**src/rtl/text_console_writer.sv**
```systemverilog
// Character-stream front end for the 80x30 text VRAM: decodes control bytes,
// tracks the cursor and drives Avalon-MM writes, including hardware scroll.
module text_console_writer #(
    parameter int COLS         = 80,
    parameter int ROWS         = 30,
    parameter int VRAM_BASE    = 0,
    parameter int READ_LATENCY = 1
) (
    input  logic        CLK,
    input  logic        RESET,
    input  logic        CHAR_VALID,
    input  logic [7:0]  CHAR_DATA,
    output logic        CHAR_READY,
    input  logic [3:0]  ATTR_FG,
    input  logic [3:0]  ATTR_BG,
    input  logic        ATTR_INV,
    output logic [11:0] M_ADDR,
    output logic        M_READ,
    output logic        M_WRITE,
    output logic [3:0]  M_BYTE_EN,
    output logic [31:0] M_WRITEDATA,
    input  logic [31:0] M_READDATA,
    input  logic        M_WAITREQUEST,
    output logic [6:0]  CURSOR_X,
    output logic [4:0]  CURSOR_Y,
    output logic        BUSY
);
    localparam int ROW_WORDS   = COLS / 2;
    localparam int TOTAL_WORDS = ROWS * COLS / 2;
    localparam logic [10:0] FIRST_SRC      = 11'(ROW_WORDS);
    localparam logic [10:0] LAST_WORD      = 11'(TOTAL_WORDS - 1);
    localparam logic [10:0] LAST_ROW_START = 11'(TOTAL_WORDS - ROW_WORDS);
    localparam logic [6:0]  X_MAX          = 7'(COLS - 1);
    localparam logic [4:0]  Y_MAX          = 5'(ROWS - 1);
    localparam int LAT_W = (READ_LATENCY > 1) ? $clog2(READ_LATENCY) : 1;
    localparam logic [LAT_W-1:0] LAT_LAST  = LAT_W'(READ_LATENCY - 1);

    typedef enum logic [2:0] {
        S_IDLE, S_DECODE, S_WR_CHAR, S_SCROLL_RD, S_SCROLL_WAIT, S_SCROLL_WR, S_CLEAR
    } state_t;

    state_t            state, state_nxt;
    logic              started;
    logic [6:0]        cur_x;
    logic [4:0]        cur_y;
    logic [10:0]       word_cnt;
    logic [LAT_W-1:0]  lat_cnt;
    logic              bs_p0;
    logic              clr_all;
    logic [7:0]        char_p0;
    logic [3:0]        fg_p0, bg_p0;
    logic              inv_p0;
    logic [31:0]       rd_word_p1;

    logic        accept, is_print, bus_done, at_eol, at_bottom, last_word, lat_done;
    logic [15:0] blank_hw, char_hw;
    logic [11:0] char_addr, word_addr;

    assign accept    = CHAR_VALID && CHAR_READY;
    assign is_print  = (char_p0 >= 8'h20) && (char_p0 <= 8'h7E);
    assign bus_done  = !M_WAITREQUEST;
    assign at_eol    = (cur_x == X_MAX);
    assign at_bottom = (cur_y == Y_MAX);
    assign last_word = (word_cnt == LAST_WORD);
    assign lat_done  = (lat_cnt == LAT_LAST);
    assign blank_hw  = {inv_p0, 7'h20, fg_p0, bg_p0};
    assign char_hw   = bs_p0 ? blank_hw : {inv_p0, char_p0[6:0], fg_p0, bg_p0};
    assign char_addr = 12'(VRAM_BASE) + 12'(cur_y) * 12'(ROW_WORDS) + 12'(cur_x[6:1]);
    assign word_addr = 12'(VRAM_BASE) + {1'b0, word_cnt};
    assign CURSOR_X  = cur_x;
    assign CURSOR_Y  = cur_y;

    always_ff @(posedge CLK or negedge RESET) begin
        if (!RESET) begin
            state   <= S_IDLE;
            started <= 1'b0;
        end else begin
            state   <= state_nxt;
            started <= 1'b1;
        end
    end

    always_comb begin
        state_nxt = state;
        case (state)
            S_IDLE:      if (accept) state_nxt = S_DECODE;
            S_DECODE: begin
                case (char_p0)
                    8'h0D:   state_nxt = S_IDLE;
                    8'h0A:   state_nxt = at_bottom ? S_SCROLL_RD : S_IDLE;
                    8'h08:   state_nxt = (cur_x != 7'd0) ? S_WR_CHAR : S_IDLE;
                    8'h0C:   state_nxt = S_CLEAR;
                    default: state_nxt = is_print ? S_WR_CHAR : S_IDLE;
                endcase
            end
            S_WR_CHAR:
                if (bus_done)
                    state_nxt = (!bs_p0 && at_eol && at_bottom) ? S_SCROLL_RD : S_IDLE;
            S_SCROLL_RD:   if (bus_done) state_nxt = S_SCROLL_WAIT;
            S_SCROLL_WAIT: if (lat_done) state_nxt = S_SCROLL_WR;
            S_SCROLL_WR:   if (bus_done) state_nxt = last_word ? S_CLEAR : S_SCROLL_RD;
            S_CLEAR:       if (bus_done && last_word) state_nxt = S_IDLE;
            default:       state_nxt = S_IDLE;
        endcase
    end

    always_comb begin
        CHAR_READY  = started && (state == S_IDLE);
        BUSY        = started && (state != S_IDLE);
        M_ADDR      = '0;
        M_READ      = 1'b0;
        M_WRITE     = 1'b0;
        M_BYTE_EN   = '0;
        M_WRITEDATA = '0;
        case (state)
            S_WR_CHAR: begin
                M_WRITE     = 1'b1;
                M_ADDR      = char_addr;
                M_BYTE_EN   = cur_x[0] ? 4'b1100 : 4'b0011;
                M_WRITEDATA = {char_hw, char_hw};
            end
            S_SCROLL_RD: begin
                M_READ = 1'b1;
                M_ADDR = word_addr;
            end
            S_SCROLL_WR: begin
                M_WRITE     = 1'b1;
                M_ADDR      = word_addr - 12'(ROW_WORDS);
                M_BYTE_EN   = 4'b1111;
                M_WRITEDATA = rd_word_p1;
            end
            S_CLEAR: begin
                M_WRITE     = 1'b1;
                M_ADDR      = word_addr;
                M_BYTE_EN   = 4'b1111;
                M_WRITEDATA = {blank_hw, blank_hw};
            end
            default: ;
        endcase
    end

    // Cursor and word counter move only on the edge that completes a bus command
    always_ff @(posedge CLK or negedge RESET) begin
        if (!RESET) begin
            cur_x    <= '0;
            cur_y    <= '0;
            word_cnt <= '0;
            lat_cnt  <= '0;
            bs_p0    <= 1'b0;
            clr_all  <= 1'b0;
        end else begin
            case (state)
                S_DECODE: begin
                    bs_p0 <= (char_p0 == 8'h08);
                    case (char_p0)
                        8'h0D: cur_x <= '0;
                        8'h0A: begin
                            cur_x <= '0;
                            if (!at_bottom) cur_y <= cur_y + 5'd1;
                            else            word_cnt <= FIRST_SRC;
                        end
                        8'h08: if (cur_x != 7'd0) cur_x <= cur_x - 7'd1;
                        8'h0C: begin
                            word_cnt <= '0;
                            clr_all  <= 1'b1;
                        end
                        default: ;
                    endcase
                end
                S_WR_CHAR: begin
                    if (bus_done && !bs_p0) begin
                        if (at_eol) begin
                            cur_x <= '0;
                            if (!at_bottom) cur_y <= cur_y + 5'd1;
                            else            word_cnt <= FIRST_SRC;
                        end else begin
                            cur_x <= cur_x + 7'd1;
                        end
                    end
                end
                S_SCROLL_RD:   if (bus_done) lat_cnt <= '0;
                S_SCROLL_WAIT: lat_cnt <= lat_cnt + LAT_W'(1);
                S_SCROLL_WR: begin
                    if (bus_done) begin
                        if (last_word) begin
                            word_cnt <= LAST_ROW_START;
                            clr_all  <= 1'b0;
                        end else begin
                            word_cnt <= word_cnt + 11'd1;
                        end
                    end
                end
                S_CLEAR: begin
                    if (bus_done) begin
                        if (last_word) begin
                            if (clr_all) begin
                                cur_x <= '0;
                                cur_y <= '0;
                            end
                        end else begin
                            word_cnt <= word_cnt + 11'd1;
                        end
                    end
                end
                default: ;
            endcase
        end
    end

    always_ff @(posedge CLK) begin
        if (accept) begin
            char_p0 <= CHAR_DATA;
            fg_p0   <= ATTR_FG;
            bg_p0   <= ATTR_BG;
            inv_p0  <= ATTR_INV;
        end
        if (state == S_SCROLL_WAIT && lat_done)
            rd_word_p1 <= M_READDATA;
    end

endmodule

```
**config.mk**
```make
export PLATFORM = sky130hd
export DESIGN_NAME = text_console_writer
export DESIGN_NICKNAME = d
export VERILOG_FILES = /design/src/rtl/text_console_writer.sv
export SDC_FILE = /design/constraint.sdc
export NUM_CORES = 1
export LEC_CHECK = 0
export ABC_AREA = 0
export BUFFER_PORTS_ARGS = -buffer_cell sky130_fd_sc_hd__clkbuf_2
export CORE_UTILIZATION = 35
export CTS_CLUSTER_SIZE = 28
export DETAILED_ROUTE_END_ITERATION = 8
export SLEW_MARGIN = 20
export SYNTH_ARGS = -nofsm -noshare
export SYNTH_HDL_FRONTEND = slang
export SYNTH_SLANG_ARGS = --single-unit
```
**constraint.sdc**
```tcl
create_clock -name CLK -period 10.6 [get_ports CLK]
set_input_delay 2.12 -clock CLK [delete_from_list [all_inputs] [get_ports CLK]]
set_output_delay 2.12 -clock CLK [all_outputs]
set_load 0.02 [all_outputs]
```
# Yosys cells after proc, flatten, opt, wreduce, memory -nomap -nowiden
# Cells that the tools add are included.
classes:
  addsub: 7
  reduce_logical: 28
  n_eq_ne: 31
  muxes: 51
  bitwise: 1
  magnitude_cmp: 2
  mul: 1
op_table:
  columns: ["cell", "count"]
  rows:
  - ["$pmux W32 S3", 1]
  - ["$mux W11", 7]
  - ["$pmux W11 S4", 1]
  - ["$mux W7", 6]
  - ["$pmux W12 S3", 1]
  - ["$mux W5", 7]
  - ["$eq A8 B4 Y1 const B", 4]
  - ["$ne A2 B2 Y1 const B", 13]
  - ["$pmux W11 S2", 1]
  - ["$mux W3", 7]
  - ["$pmux W3 S7", 1]
  - ["$pmux W7 S3", 1]
  - ["$reduce_and A7 Y1", 3]
  - ["$mux W15", 1]
  - ["$pmux W5 S3", 1]
  - ["$pmux W7 S2", 1]
  - ["$add A11 B6 Y12", 1]
  - ["$pmux W3 S4", 1]
  - ["$sub A11 B6 Y12 const B", 1]
  - ["$add A11 B1 Y11 const B", 1]
  - ["$eq A11 B11 Y1 const B", 1]
  - ["$eq A3 B3 Y1 const B", 3]
  - ["$logic_and A1 B1 Y1", 9]
  - ["$ge A8 B6 Y1 const B", 1]
  - ["other kinds (30)", 47]
word_totals:
  elab_cells: 134
  out_inout_bits: 64
  regBits: 79
  in_bits: 53

# Logic depth before layout (Yosys ltp)
depth:
  depth_word: 6
  depth_mapped: 8
  depth_no_buf: 8

# Least setup slack after synthesis
# No wires, ideal clock.
synth_timing:
  path_kind: "register -> output"
  from: "register cur_y[1], in the netlist CURSOR_Y[1]"
  to: "output M_ADDR[10]"
  required_time_ps: 8480
  arrival_time_ps: 2696
  path_buffers: 0
  path_slack_ps: 5784
  stages_incl_launch_ff: 9
  path_cell_list: "dfrtp_1 ha_1 ha_1 fa_1 and3_1 a32oi_1 o41ai_1 a221o_1 a221o_1"
synth_between:
  elab_chain_cells: 3
synth_lines:
  columns: ["item", "line_no", "text"]
  rows:
  - ["start, declared", "45", "logic [4:0] cur_y;"]
  - ["start signal, assigned", "159", "if (!at_bottom) cur_y <= cur_y + 5'd1;"]
  - ["start signal, assigned", "174", "if (!at_bottom) cur_y <= cur_y + 5'd1;"]
  - ["$mul A5 B3 Y8", "68", "assign char_addr = 12'(VRAM_BASE) + 12'(cur_y) * 12'(ROW_WORDS) + 12'(cur_x[6:1]);"]
  - ["$add A11 B6 Y12", "68", null]
  - ["$pmux W12 S3", "115", "case (state)"]
  - ["end, declared", "17", "output logic [11:0] M_ADDR,"]
# Every way passes these cells.

# Final worst setup path
# Same ends and word-level chain as after synthesis.

==> Implementation_results.wiki <==
{| class="wikitable"
! Metric !! Value
|-
| Status || complete, no violations
|-
| Count leader, synth || edfxtp_1
|-
| Number of gates resized after cts || 0
|-
| Post-route cell area || between 6000 and 7000 um^2
|-
| Finished Layout Cells || ~780
|-
| Largest cells by area after synthesis || edfxtp_1, dfrtp_1, a22o_1
|-
| Number of synthesized flops with an enable pin || just under 50
|-
| Internal portion of total power || about 800 uW
|-
| Final critical-path required period || around 5.4 ns
|-
| Logic gate share of total power || 0.459
|-
| Share of total power consumed by net switching || 0.426
|-
| Crit end category || output port
|-
| H-tree levels || 3
|-
| Number of clock buffers inserted by TritonCTS || 9
|-
| Primary flip-flop cell chosen by synthesis mapping || edfxtp_1
|-
| Setup slack, reg-to-reg || roughly 7.4 ns
|-
| Routed via count || 4,503
|-
| Hold path start || clr_all
|-
| Cell chosen for the clock root || clkbuf_16
|-
| Area leader, netlist || edfxtp_1
|-
| Die outline area || 14,800 um^2
|-
| Number of remaining DRC errors || 0
|-
| CTS clk-pin slew, worst paths || ~0.060 ns
|-
| Post-detailed-routing wire length || between 10 and 15 mm
|-
| Total congestion overflow || 0
|-
| Sink count of the clock tree || 79
|-
| Setup repair after global routing missed its margin || no
|-
| Number of placed cells counting well taps || 760
|-
| Signed area change from the synthesized netlist to the final layout || 19.6%
|-
| Post-route setup TNS || 0 ns
|-
| Cells on Worst Hold Path || 2
|-
| # rows || between 40 and 50
|-
| Static leakage power || around 2.5 nW
|-
| Clock insertion delay at the later pin of the skew report || about 0.34 ns
|-
| Net count of the mapped netlist || 569
|-
| Clock tree skew after final layout || ~0.005 ns
|-
| Worst supply voltage drop on vdd || around 160 uV
|-
| FF-to-FF path depth || 6
|-
| Pre-Repair DR Iteration Count || 5
|-
| Half-perimeter wire length of the detailed placement result || slightly above 10 mm
|-
| Crit share post-route || 0.510
|-
| Sequential share of power || 0.324
|-
| Register area share after synthesis || 0.443
|-
| Initial drt markers || slightly below 400
|-
| Clock power share || 0.217
|-
| Detailed-route vias per instance || just under 6
|-
| Net switching component of the power || 609 uW
|-
| Fraction of final layout cells sized beyond drive strength 1 || 0.258
|-
| Syn Area/Cell || between 10 and 15 um^2
|-
| Number of distinct standard cells referenced by the synthesized netlist || between 70 and 80
|-
| Die boundary width || roughly 120 um
|-
| Count of inserted antenna diode cells || 0
|-
| Max FO, Critical Path || 7
|-
| CP required || about 8.5 ns
|-
| Synthesized instance count || 497
|-
| Effective utilization at floorplan || 0.360
|-
| Count of pins on the block boundary || 117
|-
| Final Wtd Congestion || between 0.9 and 1
|-
| Yosys reg bits || 79
|-
| Initial antenna violation count || 0
|-
| Max-Cap Viols || 0
|-
| Worst slew margin relative to its limit || 0.427
|-
| Post-synth design cell area || approximately 5000 um^2
|-
| Via count of the first global-routing pass || 4,414
|-
| Core box area || roughly 14,000 um^2
|-
| Count of nets left with antenna violations after detail routing || 0
|-
| Maximum number of pins on one net before global-route repair || 37
|-
| Transition time at the pin with the least slew margin || between 0.8 and 0.9 ns
|-
| Startpoint class of the critical path || register
|-
| Total GRT Usage || 0.198
|-
| Top cells by count, synth || edfxtp_1, nand2_1, a22o_1
|-
| Final number of max-transition violations || 0
|-
| Final hold violation count || 0
|-
| Highest clock rate || 0.185 GHz
|-
| Pwr dens || roughly 240 nW/um^2
|-
| WL per Instance || about 18 um
|-
| R2R Path Start || state[2]
|-
| Count of hold buffers inserted by post-cts repair || 0
|-
| Post-CTS setup buffer count || 0
|-
| Crit Reg-Reg Endpoint || word_cnt[7]
|-
| Worst hold path class || reg -> reg
|-
| Vertical die dimension || approximately 120 um
|-
| Post-synth top area share || 0.293
|-
| Hold Path End || clr_all
|-
| CTS tree || built
|-
| Data arrival time of the critical path || 3.29 ns
|-
| Buffers added on ports || 116
|-
| Wire length of the first global-routing pass || 22.6 mm
|-
| Proportion of register bits with asynchronous set or reset after synthesis || 0.380
|-
| Number of warnings printed during yosys synthesis || 0
|-
| Number of nets in the finished design || 663
|-
| # setup viols final || 0
|-
| Cell Area, Placed || about 5700 um^2
|-
| Buffer depth of the longest clock path || 2
|-
| Critical path class || reg -> out
|}
power groups by stage:
stage	clock (mW)	sequential (mW)	combinational, mW
after floorplan	0	0.440	0.492
after global placement	0	0.464	0.644
after detailed placement	0	0.467	0.650
after CTS	0.319	0.461	0.653
after global routing	0.330	0.473	0.722
final	0.311	0.463	0.656
cell families after synthesis:
logic type / Yosys count / synth area share
other: 1 / 0.000747
buffers and inverters: 53 / 0.0436
AND/OR/NAND/NOR: 159 / 0.176
adder cells (fa/ha/maj): 19 / 0.0504
flip-flops: 79 / 0.443
multiplexers: 8 / 0.0170
AO/OA/AOI/OAI: 165 / 0.246
XOR/XNOR: 13 / 0.0227
cell usage in the layout (no fill, tap or decap), types with 8 or more instances in the layout:
cell       instances
nand2b_1          10
nand3_1           14
clkbuf_16          9
and3_1             8
o31ai_1            9
nor4_1             8
nor2_1            28
edfxtp_1          49
nand2_1           35
a31oi_1           13
ha_1              17
a22o_1            34
a21oi_1           26
o21ai_0           25
clkbuf_2         116
inv_1             15
nor3_1             8
xnor2_1           10
dfrtp_1           30
flip-flops by register name, summed over array words and instances, names as in the netlist:
register	cells
clr_all	1
bs_p0	1
started	1
CURSOR_X	7
rd_word_p1	32
state	3
inv_p0	1
CURSOR_Y	5
bg_p0	4
char_p0	8
fg_p0	4
lat_cnt	1
word_cnt	11
per-layer routing:
layer / track usage / up-vias / routed length [um]
li1: - / 2116 / -
met1: 0.255 / 2132 / 6000
met2: 0.305 / 229 / 6310
met3: 0.0684 / 26 / 1400
met4: 0.0772 / 0 / 266
met5: 0 / - / 0
worst max-delay path, cell delays in order, from the launching register on:
cell and delay (ns):
dfrtp_1 0.47, ha_1 0.34, ha_1 0.23, fa_1 0.50, and3_1 0.17, a32oi_1 0.30
o41ai_1 0.10, a221o_1 0.34, a221o_1 0.33, clkbuf_2 0.17
worst max-delay path by stage:
stage | startpoint | to | slack (ns) | cells after the start
finish | CURSOR_Y[1] | M_ADDR[10] | 5.19 | 9
global route | CURSOR_Y[1] | M_ADDR[10] | 5.07 | 9
CTS | CURSOR_Y[1] | M_ADDR[10] | 5.17 | 9
detailed placement | CURSOR_Y[1] | M_ADDR[10] | 5.57 | 9
global placement | CURSOR_Y[1] | M_ADDR[10] | 5.61 | 9
floorplan | CURSOR_Y[1] | M_ADDR[10] | 5.78 | 8
layout make-up:
type                    count  area [um^2]
well taps                 180          225
multi-input cells         365         2580
repair buffers            121          618
fillers                  1326         7930
inverters                  15         56.3
clock inverters             6         67.6
clock buffers              10          229
flip-flops and latches     79         2220
per-stage QoR:
step	hold WS [ns]	utilization	worst slack, ns	power [mW]
floorplan	0.515	-	5.78	0.932
global route	0.607	0.431	5.07	1.52
global placement	0.549	0.409	5.61	1.11
detailed placement	0.569	0.409	5.57	1.12
CTS	0.600	0.431	5.17	1.43
finish	0.604	0.431	5.19	1.43
(Power assumes the default switching activity.)
